<file path="config.mk">
export PLATFORM = sky130hd
export DESIGN_NAME = mmio_ctrl
export DESIGN_NICKNAME = d
export VERILOG_FILES = /design/src/rtl/mmio_pkg.sv /design/src/rtl/mmio_keyq.sv /design/src/rtl/mmio_ctrl.sv
export SDC_FILE = /design/constraint.sdc
export NUM_CORES = 1
export LEC_CHECK = 0
export BUFFER_PORTS_ARGS = -buffer_cell sky130_fd_sc_hd__buf_2
export CORE_ASPECT_RATIO = 0.5
export CORE_MARGIN = 2
export CORE_UTILIZATION = 53
export CTS_CLUSTER_DIAMETER = 100
export DETAILED_ROUTE_END_ITERATION = 16
export PLACE_DENSITY = 0.78
export SLEW_MARGIN = 20
export SYNTH_ARGS = -nofsm -noshare
export SYNTH_HDL_FRONTEND = slang
export SYNTH_HIERARCHICAL = 1
export SYNTH_SLANG_ARGS = --single-unit
</file>
<file path="constraint.sdc">
create_clock -name clk -period 4.1 [get_ports clk]
set_input_delay 0.82 -clock clk [delete_from_list [all_inputs] [get_ports clk]]
set_output_delay 0.82 -clock clk [all_outputs]
set_load 0.02 [all_outputs]
</file>
<file path="src/rtl/mmio_pkg.sv">
// mmio_pkg: shared definitions for the memory-mapped I/O controller.
// I/O page offsets, the region decode type and KEY register layout.
package mmio_pkg;

   localparam logic [4:0] KEY_OFS    = 5'h00;
   localparam logic [4:0] ACCEL_OFS  = 5'h04;
   localparam logic [4:0] SOUND_OFS  = 5'h08;
   localparam logic [4:0] LED_OFS    = 5'h0C;
   localparam logic [4:0] KSTAT_OFS  = 5'h10;
   localparam logic [4:0] CYCLES_OFS = 5'h14;

   localparam int IO_BYTES = 24;

   localparam int KEY_VALID_BIT = 31;

   typedef enum logic [1:0] {
      R_NONE,
      R_DMEM,
      R_SMEM,
      R_IO
   } region_e;

endpackage

</file>
<file path="src/rtl/mmio_keyq.sv">
// mmio_keyq: keyboard code FIFO with circular pointers.
// Head is visible combinationally; overflow is sticky until cleared.
module mmio_keyq #(
   parameter int DEPTH = 8,
   parameter int WIDTH = 8
) (
   input  logic                       clk,
   input  logic                       rst_n,
   input  logic                       push,
   input  logic                       pop,
   input  logic                       clr_ovf,
   input  logic [WIDTH-1:0]           din,
   output logic [WIDTH-1:0]           head,
   output logic                       empty,
   output logic [$clog2(DEPTH):0]     count,
   output logic                       overflow
);

   localparam int AW = $clog2(DEPTH);
   localparam int CW = AW + 1;

   logic [WIDTH-1:0] mem [DEPTH];
   logic [AW-1:0]    wr_ptr;
   logic [AW-1:0]    rd_ptr;
   logic             full;
   logic             do_push;
   logic             do_pop;
   logic             ovf_set;

   assign full    = (count == CW'(DEPTH));
   assign empty   = (count == '0);
   assign head    = mem[rd_ptr];
   // A pop frees a slot in the same cycle, so a full queue still accepts.
   assign do_pop  = pop & ~empty;
   assign do_push = push & (~full | do_pop);
   assign ovf_set = push & full & ~do_pop;

   // Storage needs no reset: pointers define which entries are live.
   always_ff @(posedge clk) begin
      if (do_push) mem[wr_ptr] <= din;
   end

   // Pointer, occupancy and sticky overflow state.
   always_ff @(posedge clk or negedge rst_n) begin
      if (!rst_n) begin
         wr_ptr   <= '0;
         rd_ptr   <= '0;
         count    <= '0;
         overflow <= 1'b0;
      end else begin
         if (do_push) wr_ptr <= wr_ptr + 1'b1;
         if (do_pop)  rd_ptr <= rd_ptr + 1'b1;
         case ({do_push, do_pop})
            2'b10:   count <= count + 1'b1;
            2'b01:   count <= count - 1'b1;
            default: count <= count;
         endcase
         if (ovf_set)      overflow <= 1'b1;
         else if (clr_ovf) overflow <= 1'b0;
      end
   end

endmodule

</file>
<file path="src/rtl/mmio_ctrl.sv">
// mmio_ctrl: decodes CPU word accesses into data, screen and I/O space.
// Owns sound, LED, cycle counter registers and the keyboard FIFO.
module mmio_ctrl
   import mmio_pkg::*;
#(
   parameter int                   wordsize   = 32,
   parameter logic [wordsize-1:0]  DMEM_BASE  = 32'h1001_0000,
   parameter int                   DMEM_WORDS = 1024,
   parameter logic [wordsize-1:0]  SMEM_BASE  = 32'h1002_0000,
   parameter int                   SMEM_WORDS = 1200,
   parameter logic [wordsize-1:0]  IO_BASE    = 32'h1003_0000,
   parameter int                   KEYQ_DEPTH = 8,
   parameter int                   LED_BITS   = 16
) (
   input  logic                  clk,
   input  logic                  rst_n,
   input  logic                  cpu_rd,
   input  logic                  cpu_wr,
   input  logic [wordsize-1:0]   cpu_addr,
   input  logic [wordsize-1:0]   cpu_writedata,
   output logic [wordsize-1:0]   cpu_readdata,
   output logic                  dmem_wr,
   input  logic [wordsize-1:0]   dmem_readdata,
   output logic                  smem_wr,
   input  logic [wordsize-1:0]   smem_readdata,
   input  logic                  key_valid,
   input  logic [7:0]            key_code,
   input  logic [wordsize-1:0]   accel_val,
   output logic [wordsize-1:0]   sound_period,
   output logic [LED_BITS-1:0]   lights,
   output logic                  bus_err
);

   localparam int CW = $clog2(KEYQ_DEPTH) + 1;

   localparam logic [wordsize-1:0] DMEM_SPAN = wordsize'(4 * DMEM_WORDS);
   localparam logic [wordsize-1:0] SMEM_SPAN = wordsize'(4 * SMEM_WORDS);
   localparam logic [wordsize-1:0] IO_SPAN   = wordsize'(IO_BYTES);

   logic [wordsize-1:0] dmem_ofs;
   logic [wordsize-1:0] smem_ofs;
   logic [wordsize-1:0] io_ofs;
   logic                dmem_hit;
   logic                smem_hit;
   logic                io_hit;
   logic                aligned;
   region_e             region;
   logic [4:0]          io_sel;
   logic                io_wr;
   logic                key_pop;
   logic                wr_sound;
   logic                wr_led;
   logic                wr_kstat;
   logic                wr_cycles;
   logic [7:0]          key_head;
   logic                key_empty;
   logic [CW-1:0]       key_count;
   logic                key_ovf;
   logic [wordsize-1:0] cycles;
   logic [wordsize-1:0] io_rdata;

   assign dmem_ofs = cpu_addr - DMEM_BASE;
   assign smem_ofs = cpu_addr - SMEM_BASE;
   assign io_ofs   = cpu_addr - IO_BASE;

   assign dmem_hit = (cpu_addr >= DMEM_BASE) && (dmem_ofs < DMEM_SPAN);
   assign smem_hit = (cpu_addr >= SMEM_BASE) && (smem_ofs < SMEM_SPAN);
   assign io_hit   = (cpu_addr >= IO_BASE) && (io_ofs < IO_SPAN);
   assign aligned  = (cpu_addr[1:0] == 2'b00);

   // Region decode; misaligned addresses never map anywhere.
   always_comb begin
      region = R_NONE;
      if (aligned) begin
         unique case (1'b1)
            dmem_hit: region = R_DMEM;
            smem_hit: region = R_SMEM;
            io_hit:   region = R_IO;
            default:  region = R_NONE;
         endcase
      end
   end

   assign io_sel    = io_ofs[4:0];
   assign io_wr     = cpu_wr & (region == R_IO);
   assign key_pop   = cpu_rd & (region == R_IO) & (io_sel == KEY_OFS);
   assign wr_sound  = io_wr & (io_sel == SOUND_OFS);
   assign wr_led    = io_wr & (io_sel == LED_OFS);
   assign wr_kstat  = io_wr & (io_sel == KSTAT_OFS);
   assign wr_cycles = io_wr & (io_sel == CYCLES_OFS);

   assign dmem_wr = cpu_wr & (region == R_DMEM);
   assign smem_wr = cpu_wr & (region == R_SMEM);

   mmio_keyq #(
      .DEPTH (KEYQ_DEPTH),
      .WIDTH (8)
   ) u_keyq (
      .clk      (clk),
      .rst_n    (rst_n),
      .push     (key_valid),
      .pop      (key_pop),
      .clr_ovf  (wr_kstat),
      .din      (key_code),
      .head     (key_head),
      .empty    (key_empty),
      .count    (key_count),
      .overflow (key_ovf)
   );

   // I/O page read mux; KEY reads zero when nothing is queued.
   always_comb begin
      io_rdata = '0;
      unique case (io_sel)
         KEY_OFS: begin
            if (!key_empty) begin
               io_rdata[KEY_VALID_BIT] = 1'b1;
               io_rdata[7:0]           = key_head;
            end
         end
         ACCEL_OFS:  io_rdata = accel_val;
         SOUND_OFS:  io_rdata = sound_period;
         LED_OFS:    io_rdata[LED_BITS-1:0] = lights;
         KSTAT_OFS: begin
            io_rdata[KEY_VALID_BIT] = key_ovf;
            io_rdata[CW-1:0]        = key_count;
         end
         CYCLES_OFS: io_rdata = cycles;
         default:    io_rdata = '0;
      endcase
   end

   // CPU read data mux; unmapped accesses read as zero.
   always_comb begin
      cpu_readdata = '0;
      case (region)
         R_DMEM:  cpu_readdata = dmem_readdata;
         R_SMEM:  cpu_readdata = smem_readdata;
         R_IO:    cpu_readdata = io_rdata;
         default: cpu_readdata = '0;
      endcase
   end

   // Peripheral registers, cycle counter and the bus error pulse.
   always_ff @(posedge clk or negedge rst_n) begin
      if (!rst_n) begin
         sound_period <= '0;
         lights       <= '0;
         cycles       <= '0;
         bus_err      <= 1'b0;
      end else begin
         if (wr_sound) sound_period <= cpu_writedata;
         if (wr_led)   lights <= cpu_writedata[LED_BITS-1:0];
         if (wr_cycles) cycles <= cpu_writedata;
         else           cycles <= cycles + 1'b1;
         bus_err <= (cpu_rd | cpu_wr) & (region == R_NONE);
      end
   end

endmodule
</file>
==> flow_summary.toml <==
[clocking]
cts_tree = "yes"
root_buffer = "clkbuf_16"
htreeDepth = 4
cts_sinks = 156
clock_latency_ps = 430
holdBufCountCts = 0
clock_path_buffers = 2
cts.clk_slew.worst_paths_ps = 60
numCtsBuffers = 17

[timing]
period_needed_ps = 4101
setup_viol = 1
final-hold-violation-count = 0
max_clock_freq_ghz = 0.2438
clock_skew_ps = 8.197
setup_ws_ps = -1.045
timing.hold.ws_ps = 487.0
final_max_slew_viol_count = 0
fin_crit_sh = 1.000
rsz0062_at_grt = "true"
slew_headroom = 0.4377
fin_tns_setup_ps = -1.045
tightest_slew_ps = 843.4

[job]
cap_violations = 0

[grt]
grt_max_degree = 66
antenna_found_initial = 0
grt_usage = 0.2968
grt_overflow = 0
grt_pass1_vias = 7544
grt_pass1_wl_mm = 41.16

[finish]
postLayoutCoreUtil = 0.6986
layout-drive-gt1-share = 0.4491
final_nets = 1218
seqCellArea_mm2 = 0.004224
multi_input_area_mm2 = 0.004532
areaGrowthSynthToFinish_pct = 27.32
layout_commonest_cell = "buf_2"
fillers = 1225
diodes = 0
layout_common_cells = "buf_2 (240), dfrtp_1 (92), edfxtp_1 (64)"
postLayoutCellArea_mm2 = 0.01157

[logic_synthesis]
ys.flop_type = "dfrtp_1"
synth_cells = 771
syn_area_per_cell_um2 = 11.78
synth_seq_area_share = 0.4649
synth-edff-count = 64
synth_warnings = 6
synth.net_count = 951
synth_cell_type_count = 72
synth-seq-cells = 156
synth_area_mm2 = 0.009085
async_flop_share = 0.5897

[power]
p_per_area_mw_per_mm2 = 347.7
seqPwrFrac = 0.459
clkPwrFrac = 0.405
p_leak_nw = 5.300
intPower_mw = 2.940
combinationalPowerShare = 0.136
swShare = 0.2691
max-vdd-ir-drop_uv = 370.4
p_sw_mw = 1.082

[placed_design]
port-buffer-count = 255
dp_slack_ps = -0.5467
routabilityCongestion = 0.9262
placed_area_mm2 = 0.01078
dp_hpwl_mm = 19.74

[worst_setup_path]
end_kind = "output port"
cp.arrival_ps = 3280
crit_path_start_kind = "input port"
worstPathMaxFanout = 12
crit_required_ps = 3280
path_class = "input port to output port"

[outcome]
status = "finished, violations left"
violations = "negative setup slack"

[floorplanning]
dieArea_mm2 = 0.01827
initial_core_util = 0.5487
io_pins = 256
die_w_um = 189.2
rows = 33
die_h_um = 96.58
core-area_mm2 = 0.01656

[detailed_routing]
ant_nets = 0
num_vias = 7962
first_pass_iters = 8
wl_per_cell_um = 21.88
routed_wl_mm = 27.96
viasPerCell = 6.230
drtIter0Drc = 800
drc = 0

[worst_hold_path]
hold_path.class = "input port to asynchronous set/reset pin"
final timing paths:
| check | start | cells past startpoint | end | slack [ps] |
|---|---|---|---|---|
| max | cpu_addr[17] | 12 | cpu_readdata[16] | -1 |
| min | rst_n | 1 | cycles[4] | 490 |
| max reg2reg | cycles[9] | 6 | cycles[31] | 1700 |
| min reg2reg | sound_period[1] | 1 | sound_period[1] | 520 |
| max in group asynchronous | rst_n | 2 | cycles[30] | 2820 |
| min in group clk | sound_period[1] | 1 | sound_period[1] | 520 |
layout make-up:
class / instances / share of cell area
Tap cell: 227 / 0.02455
Timing Repair Buffer: 306 / 0.1520
Clock inverter: 12 / 0.01385
Sequential cell: 156 / 0.3652
Multi-Input combinational cell: 511 / 0.3918
Clock buffer: 20 / 0.03775
Inverter: 46 / 0.01493
Yosys cell counts, types with 16 or more instances:
| cell type | count | share of area |
|---|---|---|
| dfrtp_1 | 92 | 0.25 |
| edfxtp_1 | 64 | 0.21 |
| mux2_2 | 58 | 0.072 |
| nand3_1 | 55 | 0.030 |
| inv_1 | 46 | 0.019 |
| a222oi_1 | 36 | 0.040 |
| nor2_1 | 36 | 0.015 |
| clkbuf_1 | 35 | 0.014 |
| o221ai_1 | 33 | 0.032 |
| nand2_1 | 30 | 0.012 |
| mux2_4 | 29 | 0.048 |
| xnor2_1 | 28 | 0.027 |
| mux4_2 | 16 | 0.040 |
repair_timing:
action                                  in CTS  in global routing
endpoints found under the setup margin       0                 32
resized for setup                            0                 41
buffers inserted                             0                  2
critical path, cell delays in order:
cell	delay, ps
buf_2	100
buf_4	170
ha_2	230
a211o_4	380
a2111oi_4	210
nor3_2	110
nor3b_2	260
nand4_1	190
buf_6	200
buf_4	190
o221ai_1	220
buf_4	190
layer usage:
| layer | share of wire | global-route usage | routed length, um | vias up |
|---|---|---|---|---|
| li1 | - | - | - | 3531 |
| met1 | 0.40 | 0.3847 | 11300 | 3937 |
| met2 | 0.49 | 0.5064 | 13630 | 425 |
| met3 | 0.081 | 0.06031 | 2261 | 69 |
| met4 | 0.028 | 0.1042 | 770 | 0 |
| met5 | 0 | 0 | 0 | - |
kinds of logic after synthesis:
family,after synthesis,synth area share
simple gates,224,0.1377
flops,156,0.4649
compound gates,129,0.1300
mux,109,0.1666
buf+inv,104,0.05055
xor+xnor,42,0.04049
fa+ha+maj,7,0.009640
power groups by stage:
stage          Clock [mW]  Combinational (mW)  Sequential [mW]
2_1_floorplan           0               0.316             1.82
3_3_place_gp            0               0.502             1.86
3_5_place_dp            0               0.525             1.87
4_1_cts              1.64               0.535             1.84
5_1_grt              1.72               0.589             1.85
6_report             1.63               0.546             1.85
metrics by stage:
stage | std cells | total power, mW
after floorplan | 771 | 2.141
after global placement | 1241 | 2.360
after detailed placement | 1241 | 2.397
after CTS | 1273 | 4.023
after global routing | 1278 | 4.161
final | 1278 | 4.022
registers in the layout, indices dropped and copies added (netlist names), 3 cells and up:
signal	count
lights	16
sound_period	32
u_keyq/count	4
u_keyq/mem	64
cycles	32
u_keyq/rd_ptr	3
u_keyq/wr_ptr	3
(Power assumes the default switching activity.)
